## src/rtl/keypad_pkg.sv

```systemverilog
// keypad_pkg: shared types and constants for the 4x4 keypad scanner.
package keypad_pkg;

  typedef enum logic [1:0] {
    SCAN,
    DEBOUNCE,
    PRESSED,
    RELEASE
  } scan_state_t;

  // Bit 4 set means "no key"; bits 3:0 carry the key code otherwise.
  typedef logic [4:0] key_t;
  localparam key_t NO_KEY = 5'b1_0000;

  localparam logic [3:0] KEYMAP [0:3][0:3] = '{
    '{4'h1, 4'h2, 4'h3, 4'hA},
    '{4'h4, 4'h5, 4'h6, 4'hB},
    '{4'h7, 4'h8, 4'h9, 4'hC},
    '{4'h0, 4'hF, 4'hE, 4'hD}
  };

  localparam logic [3:0] COL_ONECOLD [0:3] = '{4'b1110, 4'b1101, 4'b1011, 4'b0111};

  // Exactly one low row yields a key; none or several (ghosting) yield NO_KEY.
  function automatic key_t decode_key(input logic [3:0] rows, input logic [1:0] col);
    key_t k;
    k = NO_KEY;
    case (rows)
      4'b1110: k = {1'b0, KEYMAP[0][col]};
      4'b1101: k = {1'b0, KEYMAP[1][col]};
      4'b1011: k = {1'b0, KEYMAP[2][col]};
      4'b0111: k = {1'b0, KEYMAP[3][col]};
      default: k = NO_KEY;
    endcase
    return k;
  endfunction

endpackage

```

## src/rtl/keypad_row_sync.sv

```systemverilog
// keypad_row_sync: 2-flop synchronizer for the asynchronous active-low keypad rows.
module keypad_row_sync (
  input  logic       i_clk,
  input  logic       i_rst_n,
  input  logic [3:0] i_row,
  output logic [3:0] o_row
);

  logic [3:0] r_meta;

  always_ff @(posedge i_clk) begin
    if (!i_rst_n) begin
      r_meta <= '1;
      o_row  <= '1;
    end else begin
      r_meta <= i_row;
      o_row  <= r_meta;
    end
  end

endmodule

```

## src/rtl/keypad_scanner.sv

```systemverilog
// keypad_scanner: drives keypad columns, debounces rows, emits key code plus one-cycle valid.
// Defining KEYPAD_REPEAT_EN adds auto-repeat valid pulses while a key is held.
module keypad_scanner
  import keypad_pkg::*;
#(
  parameter int unsigned SCAN_DIV     = 16,
  parameter int unsigned DEBOUNCE_CNT = 4
`ifdef KEYPAD_REPEAT_EN
  ,
  parameter int unsigned REPEAT_DELAY = 64,
  parameter int unsigned REPEAT_RATE  = 16
`endif
) (
  input  logic       clk,
  input  logic       reset,
  input  logic [3:0] keyPad_row,
  output logic [3:0] keyPad_column,
  output logic [3:0] digit,
  output logic       valid,
  output logic       key_held
);

  localparam int unsigned DIV_W = $clog2(SCAN_DIV);
  localparam int unsigned CNT_W = $clog2(DEBOUNCE_CNT + 1);

  logic [3:0]       w_rows;
  logic [DIV_W-1:0] r_div;
  logic             w_tick;
  scan_state_t      r_state;
  logic [1:0]       r_col_idx;
  logic [1:0]       w_col_nxt;
  key_t             r_cand;
  key_t             w_key;
  logic [CNT_W-1:0] r_stab_cnt;
  logic [CNT_W-1:0] r_rel_cnt;
  logic [CNT_W-1:0] w_stab_nxt;
  logic [CNT_W-1:0] w_rel_nxt;

  keypad_row_sync u_row_sync (
    .i_clk   (clk),
    .i_rst_n (reset),
    .i_row   (keyPad_row),
    .o_row   (w_rows)
  );

  always_ff @(posedge clk) begin
    if (!reset)      r_div <= '0;
    else if (w_tick) r_div <= '0;
    else             r_div <= r_div + 1'b1;
  end

  always_comb begin
    w_tick     = (r_div == DIV_W'(SCAN_DIV - 1));
    w_key      = decode_key(w_rows, r_col_idx);
    w_col_nxt  = r_col_idx + 2'd1;
    w_stab_nxt = r_stab_cnt + 1'b1;
    w_rel_nxt  = r_rel_cnt + 1'b1;
  end

`ifdef KEYPAD_REPEAT_EN
  localparam int unsigned REP_MAX = (REPEAT_DELAY > REPEAT_RATE) ? REPEAT_DELAY : REPEAT_RATE;
  localparam int unsigned REP_W   = $clog2(REP_MAX + 1);

  logic [REP_W-1:0] r_rep_cnt;
  logic [REP_W-1:0] w_rep_nxt;
  logic [REP_W-1:0] w_rep_limit;
  logic             r_rep_armed;
  logic             w_rep_fire;

  // The counter restarts at every pulse; the first interval is the delay, later ones the rate.
  always_comb begin
    w_rep_nxt   = r_rep_cnt + 1'b1;
    w_rep_limit = r_rep_armed ? REP_W'(REPEAT_RATE) : REP_W'(REPEAT_DELAY);
    w_rep_fire  = (w_rep_nxt == w_rep_limit);
  end
`endif

  always_ff @(posedge clk) begin
    if (!reset) begin
      r_state       <= SCAN;
      r_col_idx     <= '0;
      keyPad_column <= COL_ONECOLD[0];
      r_cand        <= '0;
      r_stab_cnt    <= '0;
      r_rel_cnt     <= '0;
      digit         <= '0;
      valid         <= 1'b0;
      key_held      <= 1'b0;
`ifdef KEYPAD_REPEAT_EN
      r_rep_cnt     <= '0;
      r_rep_armed   <= 1'b0;
`endif
    end else begin
      valid <= 1'b0;
      if (w_tick) begin
        case (r_state)
          SCAN: begin
            if (w_key[4]) begin
              r_col_idx     <= w_col_nxt;
              keyPad_column <= COL_ONECOLD[w_col_nxt];
            end else begin
              r_cand     <= w_key;
              r_stab_cnt <= CNT_W'(1);
              if (DEBOUNCE_CNT == 1) begin
                digit    <= w_key[3:0];
                valid    <= 1'b1;
                key_held <= 1'b1;
                r_state  <= PRESSED;
              end else begin
                r_state <= DEBOUNCE;
              end
            end
          end
          DEBOUNCE: begin
            // A mismatch returns to SCAN without stepping; rotation resumes on the following tick.
            if (w_key == r_cand) begin
              r_stab_cnt <= w_stab_nxt;
              if (w_stab_nxt == CNT_W'(DEBOUNCE_CNT)) begin
                digit    <= w_key[3:0];
                valid    <= 1'b1;
                key_held <= 1'b1;
                r_state  <= PRESSED;
              end
            end else begin
              r_state <= SCAN;
            end
          end
          PRESSED: begin
            if (w_key != r_cand) begin
              r_rel_cnt <= CNT_W'(1);
`ifdef KEYPAD_REPEAT_EN
              r_rep_cnt   <= '0;
              r_rep_armed <= 1'b0;
`endif
              if (DEBOUNCE_CNT == 1) begin
                key_held <= 1'b0;
                r_state  <= SCAN;
              end else begin
                r_state <= RELEASE;
              end
            end
`ifdef KEYPAD_REPEAT_EN
            else if (w_rep_fire) begin
              valid       <= 1'b1;
              r_rep_cnt   <= '0;
              r_rep_armed <= 1'b1;
            end else begin
              r_rep_cnt <= w_rep_nxt;
            end
`endif
          end
          RELEASE: begin
            // Any sample other than the held key, including a different key, counts toward release.
            if (w_key == r_cand) begin
              r_state <= PRESSED;
            end else begin
              r_rel_cnt <= w_rel_nxt;
              if (w_rel_nxt == CNT_W'(DEBOUNCE_CNT)) begin
                key_held <= 1'b0;
                r_state  <= SCAN;
              end
            end
          end
          default: r_state <= SCAN;
        endcase
      end
    end
  end

endmodule

```

## config.mk

```make
export PLATFORM = sky130hd
export DESIGN_NAME = keypad_scanner
export DESIGN_NICKNAME = d
export VERILOG_FILES = /design/src/rtl/keypad_pkg.sv /design/src/rtl/keypad_row_sync.sv /design/src/rtl/keypad_scanner.sv
export SDC_FILE = /design/constraint.sdc
export NUM_CORES = 1
export LEC_CHECK = 0
export ABC_AREA = 0
export BUFFER_PORTS_ARGS = -buffer_cell sky130_fd_sc_hd__buf_2
export CAP_MARGIN = 30
export CORE_UTILIZATION = 45
export CTS_CLUSTER_SIZE = 28
export DETAILED_ROUTE_END_ITERATION = 10
export MAX_ROUTING_LAYER = met4
export PLACE_DENSITY_LB_ADDON = 0.1
export SLEW_MARGIN = 20
export SYNTH_ARGS = -nofsm -noshare
export SYNTH_HDL_FRONTEND = slang
export SYNTH_SLANG_ARGS = --single-unit
```

## constraint.sdc

```tcl
create_clock -name clk -period 3.04 [get_ports clk]
set_input_delay 0.304 -clock clk [delete_from_list [all_inputs] [get_ports clk]]
set_output_delay 0.304 -clock clk [all_outputs]
set_load 0.005 [all_outputs]
```

==> results of run 1 <==
==> placed cells by master, fill, tap and decap left out, drive strengths merged, types with 3 or more instances in the layout <==
cell type   n
inv        11
clkbuf      5
o21ai      14
dfxtp      36
nor2       17
o31a        3
nor4bb      3
buf        19
nor3        8
and3        3
and3b       4
a21oi       7
ha         11
o211ai      6
a31oi       3
nand2b      9
nand3       5
nand2      25
a211oi      6
mux2i       7
xor2        3
o31ai       4
and2        4
xnor2       4
nor4        4
nand4b      4
==> cells by family after synthesis <==
family                     after synthesis
AOI/OAI and AO/OA                       55
muxes                                    7
buffers and inverters                   28
DFF                                     36
adders and majority gates               11
and+or+nand+nor                        102
xor gates and xnor gates                 7
==> metrics by stage <==
stage / cells / setup slack [ns] / power [mW]
finish: 308 / 0.2557 / 0.9863
floorplan: 246 / 0.6404 / 0.5599
global route: 308 / 0.05190 / 1.032
detailed placement: 300 / 0.2976 / 0.5713
CTS: 308 / 0.2641 / 1.003
global placement: 300 / 0.3808 / 0.5703
==> registers in the layout, summed over array words and instances, names as in the netlist, named ones only <==
register	cells
digit	4
keyPad_column	4
r_cand	4
r_div	4
u_row_sync.o_row	4
u_row_sync.r_meta	4
r_rel_cnt	3
r_stab_cnt	3
r_col_idx	2
key_held	1
r_state	1
valid	1
==> worst max-delay path, stage by stage, from the launching register on <==
cell	delay (ns)
dfxtp_1	0.41
inv_1	0.15
ha_1	0.35
nor4bb_1	0.31
o31a_1	0.29
xnor2_2	0.14
nand2_1	0.28
nor4_4	0.54
mux2i_1	0.25
==> per-layer routing <==
layer / part of all wire, % / up-vias
met3: 2.9 / 5
met2: 41 / 34
met4: 1.5 / 0
met5: 0 / -
li1: - / 904
met1: 55 / 781
==> path summary, 6_finish.rpt <==
path / startpoint / to / depth (start not counted)
min reg2reg: u_row_sync.r_meta[3] / u_row_sync.o_row[3] / 1
max reg2reg: r_col_idx[0] / digit[2] / 8
min: keyPad_row[2] / u_row_sync.r_meta[2] / 2
max: r_col_idx[0] / digit[2] / 8
==> cell type report <==
| type | instances | area share, % |
|---|---|---|
| clock buffers | 5 | 2.963 |
| flip-flops and latches | 36 | 31.03 |
| well taps | 52 | 2.802 |
| inverters | 11 | 1.778 |
| multi-input cells | 182 | 55.06 |
| clock inverters | 3 | 1.832 |
| repair buffers | 19 | 4.526 |
==> power groups by stage <==
| stage | registers (mW) | clock network, mW | logic [mW] |
|---|---|---|---|
| 3_5_place_dp | 0.503 | 0 | 0.0682 |
| 6_report | 0.492 | 0.426 | 0.0680 |
| 4_1_cts | 0.492 | 0.443 | 0.0683 |
| 2_1_floorplan | 0.495 | 0 | 0.0649 |
| 5_1_grt | 0.494 | 0.461 | 0.0765 |
| 3_3_place_gp | 0.503 | 0 | 0.0674 |
==> impl_results.md, run 1 <==
* Internal at 0.7499 mW
* Post-synthesis adder-cell area fraction at 6.444%
* Standby leakage power at approximately 0.94 nW
* Comb pwr share at 6.9%
* CTS Sinks at 36
* M3 GR Usage at around 4.3%
* CTS Hold Bufs at 0
* Layout Skew at 0.006247 ns
* Post-DP Area at about 0.0022 mm2
* Most frequent cell after synthesis: dfxtp_1
* Max cap viols at 0
* Max-slew headroom at about 58%
* CP required at 3.26 ns
* Clk root buf: clkbuf_8
* Synthesis-to-layout area growth at 8.729%
* Setup TNS at 0 ns
* Fin area at ~0.0023 mm2
* Die ar. at 0.005025 mm2
* Final core utilization at 52.25%
* First-pass GRT wire length at 7.548 mm
* Flop pwr share at 49.9%
* Clock Tree Buf Depth at 2
* Fmax at 359.2 MHz
* Syn avg cell area at 8.682 um2
* Sequential cell area at 720.7 um2
* Area leader, netlist: dfxtp_1
* Vias per cell at 5.597
* Worst-path fanout max at 12
* Number of fill cells at 440
* Vias in the first global route at 1509
* Post-CTS Setup Bufs at 0
* Antenna-violating nets left at 0
* Share of the synthesized area in the top cell type at around 34%
* Drt pass-1 iters at 6
* Detailed Place HPWL at 2.959 mm
* Hold Violations, Final at 0
* Hold Crit Class: in -> reg
* GR met2 Demand/Resource at 27.46%
* Setup-failing EPs final at 0
* Final Max Tran Viols at 0
* Synth Warn # at 0
* Gr busiest metal: met1
* Post-Route WL at approximately 4.3 mm
* Inserted Clock Buffers at 5
* Mapped Area at 0.002136 mm2
* Syn nets at roughly 260
* Initial Utilization at 48.06%
* Initial antenna violation count at 0
* Total congestion overflow at 0
* Post-CTS sizing at 0
* Mux cell area share after synthesis at 3.281%
* Wire length per cell at ~14 um
* DRC viols at 0
* Crit path arrival time at about 3.0 ns
* Most frequent cells after synthesis: dfxtp_1 (36), nand2_1 (25), nor2_1 (17)
* Share of layout cells above drive strength 1 at 14.45%
* Outcome: completed
* Synth Area in Compound Gates at 19.27%
* Syn Inst Count at 246
* GRT Total Usage at 19.87%
* Largest net degree at the start of global routing at 31
* CP Class: reg -> reg
* Vias at 1724
* Min cycle time layout at roughly 2.8 ns
* Top cells by area, synth: dfxtp_1 (34%), ha_1 (6.4%), nand2_1 (4.4%)
* Core area at 0.004444 mm2
* CP Launch Type: register
* Fin crit share at 91.59%
* Synth unique cells at 57
* Crit. End Element: register
* Psw at 0.2365 mW
* GP Congestion at 0.8562
* Fraction of power spent switching nets at between 20% and 30%
* Chip height at 70.89 um
* Worst hold slack at 0.1908 ns
* I/O Buffers at 15
* Die span in x at ~71 um
* Clock power share at 43.2%
* #FFs+latches synth at 36
* Sequential-to-total area share from yosys stat at 33.74%
* Simple-gate share of the synthesized area at 27.65%
* XOR/XNOR Fraction of Synth Area at 3.222%
* Antenna Cells at 0
* CTS tree: built
* EDFF count, synth at 0
* Least-Margin Pin Slew at 0.6250 ns
* Worst-path clk slew at 0.07 ns
* Reg2reg setup slack at 0.26 ns
* Worst vdd ir at between 300 and 400 uV
* Area occupied by multi-input gates at 0.001279 mm2
* Clk_lat worst skew at a little under 0.3 ns
* PwrDens at 424.7 mW/mm2
* Synth Flop Type: dfxtp_1
* Main combinational cell family by area after synthesis: simple AND/OR/NAND/NOR gates
* Met1 Track Usage GR at 28.51%
* H-tree levels at 2
* Num ports at 16
* DRC violation total after the first TritonRoute iteration at 115
* RSZ-0062 raised after global routing: false
* Row cnt at 24
* Layout Nets at about 270
* Synth async-reset ratio at 0%
Note: power is estimated with default switching activity, not from simulation.
==> inputs of run 2 (changes only) <==
Settings changed: ABC_AREA 0 to 1.
==> run 2 against run 1 <==
Effect of this change:
- clock power shrank 17%
- maximum frequency increased by 31%
- die area fell by 16%
- area after synthesis is 17% lower
- synthesized cell count down 1.6%
- global-route usage is 1.4 points lower
- largest cell class unchanged
- hold slack improved by 0.0068 ns
- wire length shrank 26%
- critical path depth rose by 6
==> impl_results.md, run 2 <==
* Antenna-violating nets left at 0
* Worst-path fanout max at 8
* Antenna Cells at 0
* Crit path launch: r_col_idx[0]
* Top cells by area, synth: dfxtp_1 (40%), nand2_1 (10%), ha_1 (7.7%)
* Post-CTS Setup Bufs at 0
* EDFF count, synth at 0
* Vias at 1485
* Area occupied by multi-input gates at 924.6 um2
* Number of buffer and inverter stages on the critical path at 3
* CP max stage delay at about 0.4 ns
* Initial Utilization at 47.91%
* CTS Hold Bufs at 0
* Clk root buf: clkbuf_8
* Inserted Clock Buffers at 5
* Row cnt at 22
* Synth unique cells at 26
* Max-slew headroom at 67.22%
* CP most frequent cell: nand2_1
* Detailed Place HPWL at 2.427 mm
* CP Launch Type: register
* Area leader, netlist: dfxtp_1
* WP depth at 14
* Share of layout cells above drive strength 1 at 17.49%
* Clk_lat worst skew at roughly 0.29 ns
* GRT Total Usage at a little under a fifth
* Inst Count DP at 303
* Hold path cells at 2
* Least-Margin Pin Slew at 0.4911 ns
* Final Max Tran Viols at 0
* Number of fill cells at between 300 and 400
* Die span in x at 64.90 um
* Setup-failing EPs final at 0
* Fmax at 470.6 MHz
* Most frequent cells in the layout: nand2_1 (48), dfxtp_1 (36), inv_1 (28), nor2_1 (28), nand3_1 (18)
* GP Congestion at 0.8173
* Initial antenna violation count at 0
* Num ports at 16
* Min-delay src: keyPad_row[2]
* Total congestion overflow at 0
* PwrDens at 448.8 mW/mm2
* Syn Inst Count at 242
* Sequential-to-total area share from yosys stat at 40.48%
* Crit path arrival time at 2.35 ns
* Synth Flop Type: dfxtp_1
* #FFs+latches synth at 36
* Cell Chain, Critical Path: inv_1 -> ha_1 -> or2_1 -> nand2_1 -> nand2_1 -> nand2_1 -> nand2_1 -> nor2_4 -> nand2_4 -> inv_2 -> nand3_2 -> inv_2 -> o21ai_1 -> nor2_1
* Layout Skew at roughly 0.0052 ns
* Share of the synthesized area in the top cell type at 40.48%
* Leading cell type in the layout, fill and taps excluded: nand2_1
* Crit-path slowest cell: dfxtp_1
* Wire length per cell at 10.40 um
* Setup ws final at 0.9152 ns
* Clock Tree Buf Depth at 2
* Pre-CTS setup slack at roughly 0.9 ns
* Largest net degree at the start of global routing at 19
* Worst-path clk slew at 0.07 ns
* Post-Route WL at 3.234 mm
* Worst hold slack at between 0.15 and 0.2 ns
* RSZ-0062 raised after global routing: false
* Core area at 0.003716 mm2
* Max cap viols at 0
* Vias in the first global route at 1322
* Min cycle time layout at roughly 2.1 ns
* Setup TNS at 0 ns
* H-tree levels at 2
* CTS tree: built
* Syn nets at around 260
* Standby leakage power at 0.9791 nW
* Hold Violations, Final at 0
* Mapped Area at about 0.0018 mm2
* Synthesis-to-layout area growth at 12.44%
* Vias per cell at 4.775
* Chip height at about 65 um
* Worst r2r src: r_col_idx[0]
* Post-CTS sizing at 0
* Final Non-Filler Cells at a little over 300
* Synth async-reset ratio at 0%
* Crit. End Element: register
* Layout Nets at between 200 and 300
* Drt pass-1 iters at 4
* Outcome: completed
* CTS Sinks at 36
* Most frequent cell after synthesis: nand2_1
* DRC viols at 0
* Critical path's top delay family: simple AND/OR/NAND/NOR gates
* R2R depth at 14
* Worst vdd ir at 296.3 uV
* Final core utilization at 53.87%
* I/O Buffers at 15
* Most frequent cells after synthesis: nand2_1 (48), dfxtp_1 (36), inv_1 (28), nor2_1 (28), nand3_1 (18)
* Sequential cell area at 720.7 um2
* Hold Crit Class: in -> reg
* Synth Warn # at 0
* First-pass GRT wire length at 5.796 mm
* Die ar. at 0.004212 mm2
* CP required at 3.27 ns
* Fin crit share at 69.89%
* DRC violation total after the first TritonRoute iteration at 81
* Syn avg cell area at 7.357 um2
* CP Class: reg -> reg
[run 2: changes by cell type after synthesis, sizes merged, moves of 8 or more]
cell,change
inv,+22
nor2,+15
a21oi,+10
clkbuf,-8
nand3,+15
nand2,+27
nand2b,-9
[run 2: per-stage QoR]
step	power (mW)	area [um2]
floorplan	0.5432	1780
global placement	0.5560	1908
detailed placement	0.5568	1908
CTS	0.9108	2002
global route	0.9465	2002
finish	0.8985	2002
[run 2: path summary, 6_finish.rpt]
kind | slack, ns | end
max reg2reg | 0.92 | digit[0]
min reg2reg | 0.41 | u_row_sync.o_row[2]
max | 0.92 | digit[0]
min | 0.20 | u_row_sync.r_meta[2]
[run 2: routing by layer]
metal / GRT usage (%) / wire [um] / vias to the layer above
met5: - / 0 / -
li1: - / - / 809
met1: 23.23 / 1652 / 635
met2: 27.73 / 1342 / 34
met4: 5.833 / 52 / 0
met3: 6.338 / 186 / 7
[run 2: cell type report]
cell class | instances | area share [%]
inverters | 34 | 6.375
clock buffers | 7 | 4.313
repair buffers | 15 | 3.750
flip-flops and latches | 36 | 36.00
well taps | 48 | 3.000
clock inverters | 1 | 0.3750
multi-input cells | 170 | 46.19
[run 2: worst reg2reg max path: stages (launching register included)]
cell,delay (ns)
dfxtp_1,0.41
inv_1,0.13
ha_1,0.26
or2_1,0.22
nand2_1,0.08
nand2_1,0.10
nand2_1,0.07
nand2_1,0.07
nor2_4,0.14
nand2_4,0.10
inv_2,0.07
nand3_2,0.12
inv_2,0.11
o21ai_1,0.07
nor2_1,0.11
[run 2: cell families after synthesis]
logic type                 share of synthesized area, %
DFF                                               40.48
xor gates and xnor gates                          1.968
and+or+nand+nor                                   31.55
adders and majority gates                         7.730
buffers and inverters                             7.590
AOI/OAI and AO/OA                                 10.68
[run 2: report_power, final]
part	internal (mW)	switching (mW)
Sequential	0.480	0.00433
Clock	0.184	0.169
Combinational	0.0212	0.0404
Total	0.685	0.214
